## src/rtl/conveyor_pkg.sv

```systemverilog
// Shared types and constants for the packet-size conveyor: flow ids, size records, meter FSM states.
package conveyor_pkg;

    localparam int FLOW_W = 10;

    typedef logic [FLOW_W-1:0] flow_t;
    typedef logic [15:0]       pkt_size_t;

    typedef enum logic {
        IDLE   = 1'b0,
        IN_PKT = 1'b1
    } meter_state_e;

    typedef struct packed {
        flow_t     flow;
        pkt_size_t size;
    } size_rec_t;

    localparam pkt_size_t PKT_SIZE_MAX = 16'hFFFF;

endpackage

```

## src/rtl/meter_fifo.sv

```systemverilog
// Small synchronous FIFO holding completed size records until the accumulator can take them.
module meter_fifo #(
    parameter int W     = 26,
    parameter int DEPTH = 4
) (
    input  logic                     clk_i,
    input  logic                     rst_i,
    input  logic                     push_i,
    input  logic [W-1:0]             push_data_i,
    input  logic                     pop_i,
    output logic [W-1:0]             head_o,
    output logic [$clog2(DEPTH):0]   count_o,
    output logic                     empty_o,
    output logic                     full_o
);

    localparam int AW = $clog2(DEPTH);

    logic [AW:0]  wr_ptr_q;
    logic [AW:0]  rd_ptr_q;
    logic [W-1:0] mem_q [DEPTH];
    logic         do_push;
    logic         do_pop;

    // Pointers carry one extra wrap bit so full and empty are distinguishable.
    assign count_o = wr_ptr_q - rd_ptr_q;
    assign empty_o = (count_o == '0);
    assign full_o  = (count_o == (AW+1)'(DEPTH));
    assign do_push = push_i && !full_o;
    assign do_pop  = pop_i && !empty_o;
    assign head_o  = mem_q[rd_ptr_q[AW-1:0]];

    always_ff @(posedge clk_i or posedge rst_i) begin
        if (rst_i) begin
            wr_ptr_q <= '0;
            rd_ptr_q <= '0;
        end else begin
            if (do_push) wr_ptr_q <= wr_ptr_q + 1'b1;
            if (do_pop)  rd_ptr_q <= rd_ptr_q + 1'b1;
        end
    end

    always_ff @(posedge clk_i) begin
        if (do_push) mem_q[wr_ptr_q[AW-1:0]] <= push_data_i;
    end

endmodule

```

## src/rtl/pkt_size_meter.sv

```systemverilog
// Measures the byte length of each packet on a beat stream and emits one size record per packet.
module pkt_size_meter
    import conveyor_pkg::*;
#(
    parameter int A_WIDTH    = 10,
    parameter int DATA_BYTES = 4,
    parameter int FIFO_DEPTH = 4
) (
    input  logic                          clk_i,
    input  logic                          rst_i,
    input  logic                          in_valid_i,
    output logic                          in_ready_o,
    input  logic                          in_sop_i,
    input  logic                          in_eop_i,
    input  logic [$clog2(DATA_BYTES)-1:0] in_empty_i,
    input  logic [A_WIDTH-1:0]            in_flow_num_i,
    input  logic                          hold_i,
    output logic [A_WIDTH-1:0]            rx_flow_num_o,
    output logic [15:0]                   pkt_size_o,
    output logic                          pkt_size_en_o,
    output logic [15:0]                   err_cnt_o
);

    localparam int        REC_W     = A_WIDTH + 16;
    localparam int        CW        = $clog2(FIFO_DEPTH) + 1;
    localparam pkt_size_t BEAT_FULL = pkt_size_t'(DATA_BYTES);

    function automatic pkt_size_t sat_add(input pkt_size_t a, input pkt_size_t b);
        logic [16:0] s;
        s = {1'b0, a} + {1'b0, b};
        return s[16] ? PKT_SIZE_MAX : s[15:0];
    endfunction

    meter_state_e         state_q, state_d;
    logic [A_WIDTH-1:0]   flow_q, flow_d;
    pkt_size_t            byte_cnt_q, byte_cnt_d;
    pkt_size_t            err_cnt_q, err_cnt_d;
    logic                 push_q, push_d;
    logic [REC_W-1:0]     push_rec_q, push_rec_d;

    logic                 accept;
    pkt_size_t            beat_bytes;
    logic [REC_W-1:0]     fifo_head;
    logic [CW-1:0]        fifo_count;
    logic                 fifo_empty;
    logic                 fifo_full;
    logic                 pop;
    logic [CW:0]          occupancy;

    logic [A_WIDTH-1:0]   rx_flow_q;
    pkt_size_t            pkt_size_q;
    logic                 pkt_size_en_q;

    // A record staged in push_q is already committed, so it counts against free space.
    assign occupancy  = {1'b0, fifo_count} + {{CW{1'b0}}, push_q};
    assign in_ready_o = !rst_i && (occupancy < (CW+1)'(FIFO_DEPTH));
    assign accept     = in_valid_i && in_ready_o;
    assign beat_bytes = in_eop_i ? (BEAT_FULL - pkt_size_t'(in_empty_i)) : BEAT_FULL;
    assign pop        = !fifo_empty && !hold_i;

    always_comb begin
        state_d    = state_q;
        flow_d     = flow_q;
        byte_cnt_d = byte_cnt_q;
        err_cnt_d  = err_cnt_q;
        push_d     = 1'b0;
        push_rec_d = push_rec_q;
        if (accept) begin
            if (in_sop_i) begin
                // A sop inside a packet abandons it and restarts from this beat.
                if (state_q == IN_PKT) err_cnt_d = sat_add(err_cnt_q, 16'd1);
                if (in_eop_i) begin
                    push_d     = 1'b1;
                    push_rec_d = {in_flow_num_i, beat_bytes};
                    state_d    = IDLE;
                end else begin
                    flow_d     = in_flow_num_i;
                    byte_cnt_d = BEAT_FULL;
                    state_d    = IN_PKT;
                end
            end else if (state_q == IDLE) begin
                err_cnt_d = sat_add(err_cnt_q, 16'd1);
            end else if (in_eop_i) begin
                push_d     = 1'b1;
                push_rec_d = {flow_q, sat_add(byte_cnt_q, beat_bytes)};
                state_d    = IDLE;
            end else begin
                byte_cnt_d = sat_add(byte_cnt_q, BEAT_FULL);
            end
        end
    end

    always_ff @(posedge clk_i or posedge rst_i) begin
        if (rst_i) begin
            state_q    <= IDLE;
            flow_q     <= '0;
            byte_cnt_q <= '0;
            err_cnt_q  <= '0;
            push_q     <= 1'b0;
            push_rec_q <= '0;
        end else begin
            state_q    <= state_d;
            flow_q     <= flow_d;
            byte_cnt_q <= byte_cnt_d;
            err_cnt_q  <= err_cnt_d;
            push_q     <= push_d;
            push_rec_q <= push_rec_d;
        end
    end

    meter_fifo #(
        .W     (REC_W),
        .DEPTH (FIFO_DEPTH)
    ) u_fifo (
        .clk_i       (clk_i),
        .rst_i       (rst_i),
        .push_i      (push_q),
        .push_data_i (push_rec_q),
        .pop_i       (pop),
        .head_o      (fifo_head),
        .count_o     (fifo_count),
        .empty_o     (fifo_empty),
        .full_o      (fifo_full)
    );

    // Data outputs hold their last record between strobes.
    always_ff @(posedge clk_i or posedge rst_i) begin
        if (rst_i) begin
            rx_flow_q     <= '0;
            pkt_size_q    <= '0;
            pkt_size_en_q <= 1'b0;
        end else begin
            pkt_size_en_q <= pop;
            if (pop) begin
                rx_flow_q  <= fifo_head[REC_W-1:16];
                pkt_size_q <= fifo_head[15:0];
            end
        end
    end

    assign rx_flow_num_o = rx_flow_q;
    assign pkt_size_o    = pkt_size_q;
    assign pkt_size_en_o = pkt_size_en_q;
    assign err_cnt_o     = err_cnt_q;

    logic unused_full;
    assign unused_full = fifo_full;

endmodule
```

## config.mk

```make
export PLATFORM = sky130hd
export DESIGN_NAME = pkt_size_meter
export DESIGN_NICKNAME = d
export VERILOG_FILES = /design/src/rtl/conveyor_pkg.sv /design/src/rtl/meter_fifo.sv /design/src/rtl/pkt_size_meter.sv
export SDC_FILE = /design/constraint.sdc
export NUM_CORES = 1
export LEC_CHECK = 0
export BUFFER_PORTS_ARGS = -buffer_cell sky130_fd_sc_hd__clkbuf_2
export CORE_ASPECT_RATIO = 0.8
export CORE_MARGIN = 3
export CORE_UTILIZATION = 50
export CTS_BUF_LIST = sky130_fd_sc_hd__clkbuf_16
export CTS_CLUSTER_SIZE = 10
export DETAILED_ROUTE_END_ITERATION = 8
export GPL_TIMING_DRIVEN = 1
export HOLD_SLACK_MARGIN = 0.02
export PLACE_DENSITY = 0.67
export SLEW_MARGIN = 0
export SYNTH_ARGS = -nofsm -noshare
export SYNTH_HDL_FRONTEND = slang
export SYNTH_SLANG_ARGS = --single-unit
```

## constraint.sdc

```tcl
create_clock -name clk_i -period 3.17 [get_ports clk_i]
set_input_delay 0.4755 -clock clk_i [delete_from_list [all_inputs] [get_ports clk_i]]
set_output_delay 0.4755 -clock clk_i [all_outputs]
set_load 0.1 [all_outputs]
```

==> summary.md, run 1 <==
| Metric | Value |
|---|---|
| Finished Cell Area | `10220 um2` |
| Area Growth Syn to Fin | `16.00%` |
| Slew headroom | `roughly 50%` |
| Share of layout cells above drive strength 1 | `between 20% and 30%` |
| Library cells used by synthesis | `56` |
| Mapped Area | `around 8800 um2` |
| CTS buffer count | `24` |
| Combinational family with the most area after synthesis | `multiplexers` |
| Most common cell in the netlist | `edfxtp_1` |
| Routed wire length | `between 15000 and 20000 um` |
| Worst Setup End Kind | `output port` |
| FP Rows | `42` |
| CP arrival | `2.66 ns` |
| TritonRoute pass-1 iters | `5` |
| Via count | `around 5200` |
| Detail Placement HPWL | `11080 um` |
| Period utilisation layout | `98.95%` |
| Placed Area | `9457 um2` |
| Die height | `124.7 um` |
| Syn Area/Cell | `between 10 and 15 um2` |
| Avg WL per Cell | `18.79 um` |
| Highest clock rate | `318.8 MHz` |
| DRC | `0` |
| Max Cap Violations | `0` |
| Clock Latency Late Sink | `between 0.5 and 0.6 ns` |
| Required time of the worst setup path | `2.69 ns` |
| Crit-path max FO | `6` |
| Critical path class | `reg2out` |
| Grt ovf | `0` |
| Fin worst setup slack | `0.03313 ns` |
| Top FF cell, synth | `edfxtp_1` |
| Compound-Gate Fraction of Synth Area | `7.199%` |
| Fin Clk Skew | `0.01079 ns` |
| Synth async-reset ratio | `49.51%` |
| Startpoint types | `flop` |
| Xor and xnor area share after synthesis | `~2.2%` |
| Total power | `10140 uW` |
| Critical Path Most Common Cell | `buf_12` |
| Setup_tns | `0 ns` |
| Syn nets | `636` |
| Flop and latch count out of synthesis | `206` |
| # diodes | `0` |
| Die footprint | `between 15000 and 20000 um2` |
| Final nets | `715` |
| Die W | `154.4 um` |
| Seq/Total Area, Yosys | `64.40%` |
| Fin crit period | `about 3.1 ns` |
| CTS H-tree lvls | `1` |
| Buffers added on ports | `61` |
| Status | `complete, no violations` |
| Root Driver | `clkbuf_16` |
| DR vias/cell | `approximately 5.7` |
| Clock net sink count | `206` |
| Largest net degree at the start of global routing | `58` |
| CTS clk-pin slew, worst paths | `0.06 ns` |
| Worst-Margin Slew | `around 0.74 ns` |
| Gpl congestion | `0.8513` |
| I/O pins | `62` |
| Final ANT Viol Nets | `0` |
| Cell Pwr Density | `about 990 nW/um2` |
| EDFF count, synth | `104` |
| Fill cells | `1289` |
| CP max-delay cell | `or3_4` |
| CTS tree | `yes` |
| Vias in the first global route | `5469` |
| Final hold violations | `0` |
| Mux contribution to synthesized area | `13.56%` |
| Top post-synthesis cells by count | `edfxtp_1 (104), dfrtp_1 (102), nand2_1 (53)` |
| Worst R2R End | `flow_q[7]$_DFFE_PP0P_` |
| Cells after Synth | `603` |
| Ranking of synthesized cells by area | `edfxtp_1 (35%), dfrtp_1 (29%), mux4_2 (6.6%), mux2_2 (5.0%), nand2_1 (2.3%)` |
| Total Routing Usage GR | `18.19%` |
| CORE AREA | `16920 um2` |
| Post-Synth Simple-Gate Area | `between 8 and 9%` |
| Worst r2r src | `u_fifo.wr_ptr_q[0]$_DFFE_PP0N_` |
| Place WS | `0.3131 ns` |
| Reg2Reg Depth | `9` |
| Post-cts hold buffer count | `0` |
| First-pass GRT wire length | `28500 um` |
| Flop2flop setup slack | `0.17 ns` |
| Yosys top cell area share | `between 30% and 40%` |
| YS warnings | `0` |
| HP Class | `in2async` |
| Clock buffer depth | `3` |
| Final Setup Violations | `0` |
| Peak supply drop | `1.097 mV` |
| Leakage power | `0.004181 uW` |
| Crit-path cells | `inv_2 > ha_2 > fa_2 > xor3_2 > or3_4 > buf_12 > clkinvlp_4 > buf_12` |
| Initial core utilization | `52.08%` |
| Slowest stage delay, CP | `0.42 ns` |
| Iteration-0 DRC Markers | `approximately 300` |
| Max Slew Vio Count | `0` |
| Synth area leader | `edfxtp_1` |
| Fin Hold WS | `0.1423 ns` |
| Initial antenna violation count | `0` |
| Synthesized-area fraction occupied by adder cells | `between 2 and 2.5%` |
-- kinds of logic (layout without fill, tap and decap cells) --
kind of cell | count (synthesis) | in the layout
DFF | 206 | 206
xor gates and xnor gates | 20 | 20
AOI/OAI and AO/OA | 96 | 96
and+or+nand+nor | 140 | 140
adders and majority gates | 15 | 15
buffers and inverters | 44 | 139
muxes | 82 | 82
-- flip-flops by register name, summed over array words and instances, names as in the netlist --
name             cells
u_fifo.rd_ptr_q      3
byte_cnt_q          15
pkt_size_o          16
u_fifo.mem_q       104
flow_q              10
err_cnt_o           16
state_q              1
push_rec_q          26
rx_flow_num_o       10
push_q               1
u_fifo.wr_ptr_q      3
pkt_size_en_o        1
-- final cells by class --
type                    instances  area (um2)  area share (%)
clock buffers                  24       600.6           5.875
clock inverters                18       80.08          0.7834
inverters                      13       55.05          0.5386
multi-input cells             353        2967           29.02
flip-flops and latches        206        5677           55.53
well taps                     220       275.3           2.693
repair buffers                 84       568.0           5.557
-- layer usage --
| metal | share of wire [%] | global-route usage (%) | up-vias |
|---|---|---|---|
| met2 | 46 | 29.03 | 144 |
| met1 | 47 | 26.01 | 2619 |
| li1 | - | - | 2439 |
| met3 | 5.5 | 3.578 | 25 |
| met4 | 1.8 | 4.517 | 0 |
| met5 | 0 | 0 | - |
-- timing repair --
| item | 4_1_cts | 5_1_grt |
|---|---|---|
| setup buffers | 2 | 5 |
| resized for setup | 3 | 7 |
| endpoints found under the setup margin | 1 | 1 |
| hold endpoints to repair | 0 | 0 |
| pin swaps | 0 | 2 |
-- placed cells by master, fill, tap and decap left out, types with 3 or more instances in the layout --
cell         n
nor2_1      20
clkbuf_2    60
and3_1       5
nand4_1      7
a21o_1       8
inv_1       26
buf_12       7
o31ai_1      5
dfrtp_1    101
a21oi_1     22
mux2_2      39
and4_1       3
nor3_1       7
xor2_1       6
a211oi_1     6
ha_1        12
mux2i_1     17
nand3_1     18
and2_1       4
a22o_1       4
mux4_2      26
buf_4       17
o22a_1       3
nand2b_1     5
clkbuf_16   24
edfxtp_1   104
xnor2_1     13
o21ai_0     23
nor2b_1      3
nand2_1     53
a31oi_1     10
-- how the worst max path moves through the flow --
stage / start / endpoint / slack [ns] / depth (start not counted)
2_1_floorplan: rst_i / byte_cnt_q[0]$_DFFE_PP0P_ / 0.02 / 1
5_1_grt: u_fifo.wr_ptr_q[0]$_DFFE_PP0N_ / in_ready_o / -0.03 / 8
3_5_place_dp: u_fifo.wr_ptr_q[0]$_DFFE_PP0N_ / flow_q[7]$_DFFE_PP0P_ / 0.31 / 8
4_1_cts: u_fifo.wr_ptr_q[0]$_DFFE_PP0N_ / in_ready_o / 0.03 / 8
3_3_place_gp: u_fifo.wr_ptr_q[0]$_DFFE_PP0N_ / byte_cnt_q[13]$_DFFE_PP0P_ / 0.39 / 8
6_report: u_fifo.wr_ptr_q[0]$_DFFE_PP0N_ / in_ready_o / 0.03 / 8
-- power breakdown --
part / internal [uW] / leakage, uW / total, uW / switching [uW]
Combinational: 1310 / 0.00152 / 3960 / 2650
Sequential: 3430 / 0.00227 / 3830 / 404
Clock: 1360 / 0.000389 / 2350 / 988
-- worst max-delay path, delay by kind of cell, from the launching register on --
family	cells	cell delay, ns
adder cells (fa/ha/maj)	2	0.50
buffers and inverters	4	0.48
AND/OR/NAND/NOR	1	0.42
XOR/XNOR	1	0.38
flip-flops	1	0.37
-- per-stage QoR --
stage / utilization (%) / std cells
after CTS: 60.06 / 913
after global routing: 60.41 / 918
after detailed placement: 55.89 / 869
final: 60.41 / 918
after global placement: 55.89 / 869
after floorplan: - / 603
Note: power is estimated with default switching activity, not from simulation.
==> inputs of run 2 (changes only) <==
--- a/config.mk
+++ b/config.mk
@@ -14,7 +14,7 @@
 export DETAILED_ROUTE_END_ITERATION = 8
 export GPL_TIMING_DRIVEN = 1
 export HOLD_SLACK_MARGIN = 0.02
-export PLACE_DENSITY = 0.67
+export PLACE_DENSITY = 0.64
 export SLEW_MARGIN = 0
 export SYNTH_ARGS = -nofsm -noshare
 export SYNTH_HDL_FRONTEND = slang
==> constraint.sdc (replaced) <==
create_clock -name clk_i -period 3.4 [get_ports clk_i]
set_input_delay 0.51 -clock clk_i [delete_from_list [all_inputs] [get_ports clk_i]]
set_output_delay 0.51 -clock clk_i [all_outputs]
set_load 0.1 [all_outputs]
==> run 2 against run 1 <==
Net effect:
- global-route usage decreased by 0.22 points
- die area unchanged
- sequential cell count stayed put
- power shrank 8.9%
- final cell count fell by 0.98%
- clock power is 7% lower
- clock skew increased by 0.0031 ns
- non-clock buffer count is 9 lower
- via count decreased by 2.0%
- register-to-register slack improved by 0.22 ns
- sequential power is 6.8% lower
- wire length shrank 3.2%
- highest routed layer unchanged
==> summary.md, run 2 (synthesized netlist as in run 1, its figures left out) <==
| Metric | Value |
|---|---|
| Status | `complete, no violations` |
| Clock net sink count | `206` |
| FP Rows | `42` |
| Grt peak-use layer | `met1` |
| Max Slew Vio Count | `0` |
| Fin Clk Skew | `around 0.014 ns` |
| Final hold violations | `0` |
| Flop2flop setup slack | `0.39 ns` |
| Avg WL per Cell | `18.36 um` |
| DR vias/cell | `about 5.6` |
| Required time of the worst setup path | `2.89 ns` |
| CORE AREA | `about 17000 um2` |
| Reg2Reg Depth | `10` |
| Crit-path max FO | `11` |
| Fin crit period | `roughly 3.2 ns` |
| Max reg flops | `104` |
| RSZ-0062 raised after global routing | `no` |
| DRC | `0` |
| Initial core utilization | `between 50% and 60%` |
| Most common cell after layout, fill and taps aside | `edfxtp_1` |
| Critical path class | `reg2out` |
| Grt ovf | `0` |
| CTS H-tree lvls | `1` |
| Largest net degree at the start of global routing | `67` |
| Net Sw Power | `3710 uW` |
| Worst Setup End Kind | `output port` |
| Die W | `154.4 um` |
| Leakage power | `roughly 0.004 uW` |
| Most frequent cells in the layout | `edfxtp_1 (104), dfrtp_1 (101), clkbuf_2 (60)` |
| Detail Placement HPWL | `10890 um` |
| Cell Pwr Density | `~920 nW/um2` |
| Post-CTS setup buffer count | `0` |
| Post-cts hold buffer count | `0` |
| Die height | `between 100 and 150 um` |
| Cts repair resizes | `0` |
| Die footprint | `slightly below 20000 um2` |
| Final nets | `706` |
| Slew headroom | `44.84%` |
| CTS tree | `yes` |
| Worst r2r src | `u_fifo.wr_ptr_q[0]$_DFFE_PP0N_` |
| Clock Latency Late Sink | `0.50 ns` |
| First-pass GRT wire length | `28430 um` |
| CTS buffer count | `24` |
| Period utilisation layout | `94.48%` |
| Startpoint types | `flop` |
| TritonRoute pass-1 iters | `4` |
| Initial antenna violation count | `0` |
| GR Util met2 | `26.77%` |
| Place WS | `0.3984 ns` |
| Via count | `5125` |
| Met1 Track Usage GR | `27.90%` |
| Area Growth Syn to Fin | `14.26%` |
| I/O pins | `62` |
| Share of layout cells above drive strength 1 | `a little over a quarter` |
| Routed wire length | `about 17000 um` |
| CTS clk-pin slew, worst paths | `0.06 ns` |
| Buffers added on ports | `61` |
| Setup_tns | `0 ns` |
| Fin worst setup slack | `around 0.19 ns` |
| Final Setup Violations | `0` |
| Worst R2R End | `push_rec_q[15]$_DFFE_PP0P_` |
| Switching Share | `roughly two fifths` |
| Clk network pwr share | `about a quarter` |
| Clock buffer depth | `3` |
| Vias in the first global route | `5288` |
| Root Driver | `clkbuf_16` |
| Gpl congestion | `0.8505` |
| Max Cap Violations | `0` |
| Seq pwr share | `roughly two fifths` |
| Total Routing Usage GR | `between 15 and 20%` |
| # diodes | `0` |
| HP Class | `in2async` |
| Highest clock rate | `slightly above 300 MHz` |
| CP arrival | `2.70 ns` |
| Final ANT Viol Nets | `0` |
| Comb power frac | `37.8%` |
| Worst-Margin Slew | `between 0.8 and 0.9 ns` |
| Iteration-0 DRC Markers | `roughly 360` |
| Peak supply drop | `~0.79 mV` |
| GRT met3 Usage | `3.647%` |
| Int Pwr | `between 5000 and 6000 uW` |
## run 2: cell types whose count changed in the layout (fill, tap and decap cells not counted), sizes merged
cell	delta
buf	-9
clkinv	-1
inv	+1
## run 2: routing by layer
| layer | share of wire (%) | routed length (um) |
|---|---|---|
| met1 | 49 | 8194 |
| met2 | 44 | 7415 |
| met3 | 5.1 | 851 |
| met4 | 1.3 | 225 |
| met5 | 0 | 0 |
## run 2: worst max-delay path, cell delays in order (launching register included)
cell        delay [ns]
dfrtp_1           0.37
inv_1             0.11
ha_1              0.20
fa_1              0.37
xor3_1            0.26
or3_1             0.37
buf_4             0.20
clkinvlp_4        0.14
buf_12            0.18
## run 2: metrics by stage
stage / area [um2] / total power, uW / std cells / hold slack, ns / util (%)
2_1_floorplan: 8812 / 6414 / 603 / 0.4433 / -
3_3_place_gp: 9379 / 7034 / 867 / 0.4682 / 55.43
3_5_place_dp: 9379 / 7121 / 867 / 0.4704 / 55.43
4_1_cts: 10060 / 9333 / 909 / 0.2463 / 59.45
5_1_grt: 10070 / 9722 / 909 / 0.2594 / 59.50
6_report: 10070 / 9237 / 909 / 0.2172 / 59.50
## run 2: power by group through the flow
stage	sequential, uW	clock [uW]	combinational, uW
floorplan	4840	0	1570
global placement	3570	0	3460
detailed placement	3610	0	3510
CTS	3570	2250	3520
global route	3640	2360	3720
finish	3570	2180	3490
## run 2: layout make-up
type,instances,area [um2]
clock buffers,24,600.6
clock inverters,18,80.08
fillers,1360,6853
inverters,13,55.05
multi-input cells,353,2955
flip-flops and latches,206,5677
well taps,220,275.3
repair buffers,75,425.4
## run 2: worst max path at each step
| stage | startpoint | end | depth (start not counted) |
|---|---|---|---|
| finish | u_fifo.wr_ptr_q[0]$_DFFE_PP0N_ | in_ready_o | 8 |
| global placement | u_fifo.wr_ptr_q[0]$_DFFE_PP0N_ | push_rec_q[15]$_DFFE_PP0P_ | 10 |
| detailed placement | u_fifo.wr_ptr_q[0]$_DFFE_PP0N_ | push_rec_q[15]$_DFFE_PP0P_ | 10 |
| floorplan | rst_i | byte_cnt_q[0]$_DFFE_PP0P_ | 1 |
| CTS | u_fifo.wr_ptr_q[0]$_DFFE_PP0N_ | in_ready_o | 8 |
| global route | u_fifo.wr_ptr_q[0]$_DFFE_PP0N_ | in_ready_o | 8 |
==> inputs of run 3 (changes only) <==
--- a/config.mk
+++ b/config.mk
@@ -5,6 +5,7 @@
 export SDC_FILE = /design/constraint.sdc
 export NUM_CORES = 1
 export LEC_CHECK = 0
+export ABC_AREA = 1
 export BUFFER_PORTS_ARGS = -buffer_cell sky130_fd_sc_hd__clkbuf_2
 export CORE_ASPECT_RATIO = 0.8
 export CORE_MARGIN = 3
@@ -14,6 +15,7 @@
 export DETAILED_ROUTE_END_ITERATION = 8
 export GPL_TIMING_DRIVEN = 1
 export HOLD_SLACK_MARGIN = 0.02
+export MAX_ROUTING_LAYER = met4
 export PLACE_DENSITY = 0.64
 export SLEW_MARGIN = 0
 export SYNTH_ARGS = -nofsm -noshare
==> run 3 against run 2 <==
Net effect:
- sequential share of layout area down 3.5 points
- critical path type unchanged
- register-to-register slack better by 0.10 ns
- highest routed layer unchanged
- sequential power about the same
==> summary.md, run 3 <==
| Metric | Value |
|---|---|
| Final hold violations | `0` |
| # diodes | `0` |
| Seq pwr share | `36.6%` |
| Critical path class | `reg2out` |
| Highest clock rate | `330.8 MHz` |
| Post-cts hold buffer count | `0` |
| Synth area leader | `edfxtp_1` |
| Post-CTS setup buffer count | `0` |
| Final ANT Viol Nets | `0` |
| I/O pins | `62` |
| Max Cap Violations | `0` |
| DR vias/cell | `5.090` |
| HP Class | `in2reg` |
| Root Driver | `clkbuf_16` |
| Crit-path max FO | `7` |
| Status | `complete, no violations` |
| Fin crit period | `~3 ns` |
| Synth async-reset ratio | `around 50%` |
| Worst Setup End Kind | `output port` |
| Worst r2r src | `u_fifo.wr_ptr_q[0]$_DFFE_PP0N_` |
| CTS tree | `yes` |
| DRC | `0` |
| Share of layout cells above drive strength 1 | `11.95%` |
| Die footprint | `20710 um2` |
| Worst-Margin Slew | `0.8121 ns` |
| Routed wire length | `20100 um` |
| Most frequent cells in the layout | `nand2_1 (347), edfxtp_1 (104), dfrtp_1 (102)` |
| YS warnings | `0` |
| Buffers added on ports | `about 60` |
| RSZ-0062 raised after global routing | `no` |
| Slew headroom | `around 46%` |
| Ranking of synthesized cells by area | `edfxtp_1 (33%), dfrtp_1 (27%), nand2_1 (14%), o21ai_0 (4.7%), nor2_1 (3.9%)` |
| Flop and latch count out of synthesis | `between 200 and 250` |
| Hold_sp | `in_flow_num_i[4]` |
| TritonRoute pass-1 iters | `5` |
| Clk network pwr share | `22.9%` |
| CORE AREA | `18390 um2` |
| Cells after Synth | `1022` |
| FP Rows | `44` |
| Syn Area/Cell | `9.298 um2` |
| Seq/Total Area, Yosys | `between 50% and 60%` |
| Die height | `129.3 um` |
| Cell Pwr Density | `903.3 nW/um2` |
| Post-route insts no fill | `1349` |
| Required time of the worst setup path | `slightly below 3 ns` |
| Final nets | `1114` |
| Cts repair resizes | `0` |
| Startpoint types | `flop` |
| Clock net sink count | `roughly 210` |
| CTS buffer count | `24` |
| Peak supply drop | `0.6243 mV` |
| Period utilisation layout | `roughly 90%` |
| Top FF cell, synth | `edfxtp_1` |
| CP Launch Point | `u_fifo.wr_ptr_q[0]$_DFFE_PP0N_` |
| Area Growth Syn to Fin | `12.88%` |
| Fin Clk Skew | `between 0.015 and 0.02 ns` |
| Yosys top cell area share | `approximately a third` |
| EDFF count, synth | `104` |
| Int Pwr | `5275 uW` |
| Clock Latency Late Sink | `0.52 ns` |
| Max Slew Vio Count | `0` |
| Grt ovf | `0` |
| Vias in the first global route | `roughly 6300` |
| Die W | `160.1 um` |
| Fin Hold WS | `0.2263 ns` |
| Iteration-0 DRC Markers | `around 620` |
| Leakage power | `slightly below 0.005 uW` |
| Library cells used by synthesis | `35` |
| Max reg flops | `about 100` |
| Final Setup Violations | `0` |
| Top post-synthesis cells by count | `nand2_1 (347), edfxtp_1 (104), dfrtp_1 (102)` |
| Avg WL per Cell | `14.90 um` |
| Initial core utilization | `about half` |
| Setup_tns | `0 ns` |
| Most common cell in the netlist | `nand2_1` |
| CP arrival | `between 2 and 3 ns` |
| Fill cells | `1646` |
| Via count | `6866` |
| Gpl congestion | `0.8608` |
| Mapped Area | `9503 um2` |
| Comb power frac | `between 40 and 50%` |
| Total Routing Usage GR | `20.36%` |
| Most common cell after layout, fill and taps aside | `nand2_1` |
| Largest net degree at the start of global routing | `57` |
| Detail Placement HPWL | `~13000 um` |
| Syn nets | `1055` |
| Switching Share | `45.55%` |
| Net Sw Power | `4414 uW` |
| Inst Count DP | `1308` |
| CTS clk-pin slew, worst paths | `0.06 ns` |
| First-pass GRT wire length | `33150 um` |
| Clock buffer depth | `3` |
| CTS H-tree lvls | `1` |
| Initial antenna violation count | `0` |
==> run 3: cell count changes after synthesis, sizes merged, moves of 26 or more <==
cell,change
nor2,+82
o22ai,+26
mux4,-26
mux2,-39
nand2,+299
o21ai,+83
inv,+62
nand3,+50
==> run 3: logic make-up (layout without fill, tap and decap cells) <==
family | after synthesis | count (layout) | share of synthesized area, %
fa+ha+maj | 15 | 15 | 2.133
xor+xnor | 10 | 10 | 0.9217
compound gates | 134 | 134 | 7.465
simple gates | 541 | 541 | 24.16
flops | 206 | 206 | 59.72
buf+inv | 116 | 190 | 5.596
==> run 3: area by class of cell <==
class                   count  area (um2)  area share, %
well taps                 253       316.6          2.951
repair buffers             73       460.4          4.293
flip-flops and latches    206        5675          52.91
clock buffers              24       600.6          5.599
multi-input cells         700        3308          30.84
inverters                  76       289.0          2.695
clock inverters            17       76.32         0.7115
==> run 3: through the flow <==
| step | cell area (um2) | power, uW | utilization (%) | setup WS, ns |
|---|---|---|---|---|
| 3_5_place_dp | 10050 | 7525 | 54.65 | 0.4957 |
| 4_1_cts | 10730 | 9765 | 58.34 | 0.3319 |
| 2_1_floorplan | 9509 | 6743 | - | 0.1408 |
| 3_3_place_gp | 10050 | 7491 | 54.65 | 0.5592 |
| 6_report | 10730 | 9689 | 58.34 | 0.3769 |
| 5_1_grt | 10730 | 10270 | 58.34 | 0.1488 |
==> run 3: path summary, 6_finish.rpt <==
path	cells past startpoint	slack [ns]	to
worst max-delay path	11	0.38	in_ready_o
worst min-delay path	3	0.23	flow_q[4]$_DFFE_PP0P_
worst max register to register	13	0.49	u_fifo.mem_q[0][6]$_DFFE_PP_
worst min register to register	2	0.47	rx_flow_num_o[7]$_DFFE_PP0P_
max in group asynchronous	4	2.04	byte_cnt_q[6]$_DFFE_PP0P_
min in group asynchronous	3	0.27	u_fifo.rd_ptr_q[2]$_DFFE_PP0P_
==> run 3: worst max-delay path: stages, from the launching register on <==
cell and delay (ns):
dfrtp_1 0.40, inv_1 0.11, ha_1 0.20, fa_1 0.38
inv_1 0.06, nand2_1 0.07, nand2_1 0.09, nand2_2 0.06
nand2_4 0.16, inv_1 0.09, nor2_2 0.17, buf_12 0.20
==> run 3: per-layer routing <==
layer | vias to the layer above | routed length [um] | track usage [%]
li1 | 3488 | - | -
met1 | 3165 | 10640 | 32.21
met2 | 191 | 7822 | 27.39
met3 | 22 | 1307 | 3.164
met4 | 0 | 334 | 4.898
met5 | - | 0 | -
==> run 3: power groups by stage <==
stage                     Sequential, uW  Combinational [uW]  Clock, uW
final                               3550                3920       2220
after global routing                3620                4270       2380
after CTS                           3550                3940       2270
after detailed placement            3590                3930          0
after global placement              3590                3900          0
after floorplan                     5010                1730          0
